File: src/rtl/shifter32_deser.sv
// shifter32_deser: serial-to-parallel receiver for the shifter32 bit stream.
// Rebuilds WIDTH-bit words MSB- or LSB-first into a one-deep valid/ready output register.
module shifter32_deser #(
    parameter int WIDTH = 32,
    parameter int CNT_W = 6
) (
    input  logic             clk,
    input  logic             reset,
    input  logic             sin,
    input  logic             sin_valid,
    input  logic             msb_first,
    input  logic             sync,
    output logic [WIDTH-1:0] data_out,
    output logic             out_valid,
    input  logic             out_ready,
    output logic             overrun,
    input  logic             clr_ovr,
    output logic [CNT_W-1:0] bit_cnt
);

    typedef enum logic {
        EMPTY = 1'b0,
        FULL  = 1'b1
    } state_t;

    state_t           state;
    state_t           state_d;
    logic [WIDTH-1:0] sr;
    logic [WIDTH-1:0] sr_base;
    logic [WIDTH-1:0] sr_next;
    logic             dir_q;
    logic             dir_eff;
    logic             first_bit;
    logic             last_bit;
    logic             complete;
    logic             load;
    logic             drop;

    // A sync'd bit starts a fresh word, so it shifts into an empty register
    assign first_bit = (bit_cnt == '0) || sync;
    assign last_bit  = (bit_cnt == CNT_W'(WIDTH - 1));
    assign complete  = sin_valid && !sync && last_bit;
    assign dir_eff   = first_bit ? msb_first : dir_q;
    assign sr_base   = sync ? '0 : sr;
    assign sr_next   = dir_eff ? {sr_base[WIDTH-2:0], sin}
                               : {sin, sr_base[WIDTH-1:1]};
    assign out_valid = (state == FULL);

    always_comb begin
        state_d = state;
        load    = 1'b0;
        drop    = 1'b0;
        unique case (state)
            EMPTY: begin
                if (complete) begin
                    load    = 1'b1;
                    state_d = FULL;
                end
            end
            FULL: begin
                if (complete) begin
                    load = out_ready;
                    drop = !out_ready;
                end else if (out_ready) begin
                    state_d = EMPTY;
                end
            end
            default: state_d = EMPTY;
        endcase
    end

    always_ff @(posedge clk) begin
        if (reset) begin
            state    <= EMPTY;
            data_out <= '0;
            overrun  <= 1'b0;
        end else begin
            state <= state_d;
            if (load) begin
                data_out <= sr_next;
            end
            if (drop) begin
                overrun <= 1'b1;
            end else if (clr_ovr) begin
                overrun <= 1'b0;
            end
        end
    end

    always_ff @(posedge clk) begin
        if (reset) begin
            sr      <= '0;
            bit_cnt <= '0;
            dir_q   <= 1'b0;
        end else if (sync) begin
            if (sin_valid) begin
                sr      <= sr_next;
                bit_cnt <= CNT_W'(1);
                dir_q   <= msb_first;
            end else begin
                sr      <= '0;
                bit_cnt <= '0;
            end
        end else if (sin_valid) begin
            if (first_bit) begin
                dir_q <= msb_first;
            end
            if (last_bit) begin
                sr      <= '0;
                bit_cnt <= '0;
            end else begin
                sr      <= sr_next;
                bit_cnt <= bit_cnt + CNT_W'(1);
            end
        end
    end

endmodule

File: config.mk
export PLATFORM = sky130hd
export DESIGN_NAME = shifter32_deser
export DESIGN_NICKNAME = d
export VERILOG_FILES = /design/src/rtl/shifter32_deser.sv
export SDC_FILE = /design/constraint.sdc
export NUM_CORES = 1
export LEC_CHECK = 0
export CAP_MARGIN = 20
export CORE_MARGIN = 2
export CORE_UTILIZATION = 40
export CTS_CLUSTER_SIZE = 14
export DETAILED_ROUTE_END_ITERATION = 12
export SETUP_SLACK_MARGIN = 0.4
export SLEW_MARGIN = 10
export SYNTH_ARGS = -nofsm -noshare
export SYNTH_HDL_FRONTEND = slang
export SYNTH_SLANG_ARGS = --single-unit
File: constraint.sdc
create_clock -name clk -period 4.68 [get_ports clk]
set_input_delay 1.404 -clock clk [delete_from_list [all_inputs] [get_ports clk]]
set_output_delay 1.404 -clock clk [all_outputs]
set_load 0.01 [all_outputs]
==> impl.org <==
** Outcome
- Run status :: complete, no violations

** Min path
- In this run the worst hold path is classified as reg -> reg.
- Min-Delay Startpoint :: data_out[17]$_SDFFE_PP0P_
- The path with the worst hold slack has its endpoint at data_out[17]$_SDFFE_PP0P_.
- Counting instances, the worst hold path has a depth of 2.

** Final layout
- Summing all multi-input logic gate instances after layout gives 1990 um^2.
- In the final design database the tool counted 459 nets.
- The library cell used most frequently in the layout, excluding fill and tap cells, is sky130_fd_sc_hd__nand2_1.
- The number of antenna diodes in the final layout is 0.
- The post-route netlist has 13.7% of its cells at a drive strength greater than 1.
- # fillers :: 900
- The library cells used most frequently in the layout, excluding fill and tap cells, are 122 x sky130_fd_sc_hd__nand2_1, 89 x sky130_fd_sc_hd__o211ai_1, 73 x sky130_fd_sc_hd__dfxtp_1, 47 x sky130_fd_sc_hd__clkdlybuf4s50_1, 30 x sky130_fd_sc_hd__o211ai_2.
- Area used by sequential logic in the layout :: 1460 um^2
- The area growth from synthesis to layout is 17.5%.

** Power and ir drop
- Power spread over the standard cell area amounts to 277 nW/um^2.
- Post-route total power :: 0.00121 W
- Worst supply voltage drop on vdd :: 131 uV
- Reported leakage power :: 1.44 nW

** Synth
- Synthesized instance count :: 428
- Avg Synthesized Cell Area :: 8.68 um^2
- Number of warning messages in the yosys log :: 0
- Summing the sequential cell areas from Yosys gives 39.3% of the chip area.
- The number of nets handed over by synthesis was 438.
- Mapped cell area :: 3710 um^2
- Share of synthesized flip-flops with an asynchronous set or reset :: 0%
- The synthesized design contains 0 enable-type register cells.
- Top flip-flop cell by instance count after synthesis :: sky130_fd_sc_hd__dfxtp_1
- Register bit total from synthesis :: 73
- Distinct cells, synth :: 43

** Timing
- Time the worst path needs with I/O delays and setup :: 3.32 ns
- Number of max-slew violations in the final report :: 0
- At the pin with the least slew margin, the transition time is 0.776 ns.
- The final hold violation count is 0.
- Highest attainable clock frequency :: 302 MHz
- Final-report setup violation count :: 0
- Fin Setup TNS :: 0 ns
- Setup repair after global routing left no endpoint under its margin.
- Worst slew margin :: 48.1%
- Final worst setup slack :: 1.36 ns
- Post-route fraction of the period consumed by the critical path :: 70.8%
- Across the routed clock network, the largest skew measured is 0.00753 ns.

** Detailed routing
- The first detailed-routing pass ran for 4 iterations.
- Routed wire per std cell :: 14.4 um
- Antenna Violating Nets Remaining :: 0
- After detailed routing, the total wire length is 8.13 mm.
- First-iteration detailed-routing DRC count :: 147
- Via-to-Cell Ratio :: 5.51
- In the routed design, unresolved DRC markers number 0.
- Via Count :: 3115

** Clocking
- After clock tree synthesis, the repair step resized 0 gates.
- In this run, post-CTS hold repair placed 0 buffers.
- At the later pin of the worst-skew pair, clock insertion delay measures 0.34 ns.
- Clock root buffer :: sky130_fd_sc_hd__clkbuf_8
- Depth of the CTS H-tree :: 3
- Total CTS buffers :: 9
- CTS tree :: yes
- For this design, the sink count on the clock tree is 73.
- Longest Clk Path Bufs :: 2
- Buffer count from post-CTS setup fixing :: 0
- CTS clock-pin slew for the worst setup and hold paths :: 0.07 ns

** Place
- At the end of routability-driven placement, the weighted congestion stood at 0.734.
- Pre-CTS setup slack :: 0.968 ns
- During placement, the flow inserted port buffers numbering 47.
- Post-detail-place hpwl :: 5.05 mm

** Global route
- Total global-route track usage :: 16.5%
- Number of antenna violations at the first check in global routing :: 0
- Entering global routing, the biggest net connects 66 pins.
- Global routing finished with a remaining overflow of 0.
- The first global-routing pass estimated 13.6 mm of wire.
- Via count of the first global-routing pass :: 2823

** Critical path
- Category of the critical setup timing path :: in -> reg
- Worst setup path startpoint :: sin_valid
- Reg2Reg Depth :: 5
- STA classifies the critical path startpoint as an input port.
- STA puts the critical path data arrival time at 3.58 ns.
- Reg2Reg Capture Point :: data_out[0]$_SDFFE_PP0P_
- STA classifies the critical path endpoint as a flip-flop.
- Along the worst path, the maximum fanout reaches 15.
- Data on the critical path is required at its endpoint by 4.94 ns.
- Beginning of the worst register-to-register path :: bit_cnt[4]$_SDFFE_PP0P_
- Register-to-Register Setup Slack :: 2.41 ns

** Flow run
- Max-cap violations :: 0

** Die
- 48 I/O pins were placed.
- In this run the standard cell core region covers 9110 um^2.
- The floorplan step set the die height to 100 um.
- The die is 100 um wide.
- Initial core utilization :: 40.8%
- # rows :: 35
- Die area :: 10100 um^2
==> registers in the layout, summed over array words and instances, names as in the netlist <==
register	cells
data_out	32
overrun	1
out_valid	1
dir_q	1
bit_cnt	6
sr	32
==> Yosys cell counts (all sizes together), types with 3 or more instances <==
master / count / area [um^2]
a2111oi: 4 / 80.1
a21oi: 6 / 30.0
buf: 24 / 170
clkbuf: 21 / 90.1
dfxtp: 73 / 1460
inv: 7 / 26.3
nand2: 122 / 458
nor2: 13 / 48.8
o211ai: 119 / 1040
o21ai: 3 / 15.0
==> worst max path at each step <==
stage	end	cells after the start
5_1_grt	data_out[20]$_SDFFE_PP0P_	6
6_report	data_out[20]$_SDFFE_PP0P_	6
2_1_floorplan	sr[2]$_SDFFE_PP0P_	6
3_3_place_gp	data_out[27]$_SDFFE_PP0P_	6
4_1_cts	data_out[20]$_SDFFE_PP0P_	6
3_5_place_dp	data_out[20]$_SDFFE_PP0P_	6
==> layout make-up <==
class                      instances  share of cell area (%)
multi-input combinational        303                    45.7
sequential                        73                    33.5
timing repair buffer              55                    12.7
clock buffer                      13                    3.41
tap                              111                    3.18
clock inverter                     3                   0.917
inverter                           7                   0.602
==> routing by layer <==
metal	up-vias	global-route usage (%)	routed length, um
li1	1595	-	-
met5	-	0	0
met4	0	7.27	143
met2	45	25.8	3740
met1	1465	22.4	4040
met3	10	2.92	206
==> power by group <==
part	internal, W	switching (W)	total, W
logic	0.0000221	0.0000715	0.0000936
clock network	0.000260	0.000229	0.000490
registers	0.000623	0.00000228	0.000625
==> worst max-delay path: stages <==
cell                              delay (ns)
sky130_fd_sc_hd__clkdlybuf4s50_1        0.61
sky130_fd_sc_hd__and3b_1                0.36
sky130_fd_sc_hd__a31oi_2                0.68
sky130_fd_sc_hd__buf_4                  0.34
sky130_fd_sc_hd__nand2_1                0.08
sky130_fd_sc_hd__o211ai_1               0.09
==> cells by family (layout without fill, tap and decap cells) <==
kind of cell | Yosys count | in the layout | share of synthesized area (%)
fa+ha+maj | 2 | 2 | 0.674
simple gates | 156 | 156 | 17.6
flops | 73 | 73 | 39.3
xor+xnor | 2 | 2 | 0.472
compound gates | 141 | 141 | 33.6
buf+inv | 52 | 78 | 7.71
mux | 2 | 2 | 0.539
==> per-stage QoR <==
step	utilization (%)	hold WS, ns	cell area, um^2	instances
final	47.9	0.476	4370	565
after detailed placement	45.9	0.467	4180	549
after global routing	47.9	0.491	4370	565
after global placement	45.9	0.457	4180	549
after floorplan	-	0.459	3710	428
after CTS	47.9	0.485	4370	565
No activity file was read; power rests on OpenSTA's default activity.
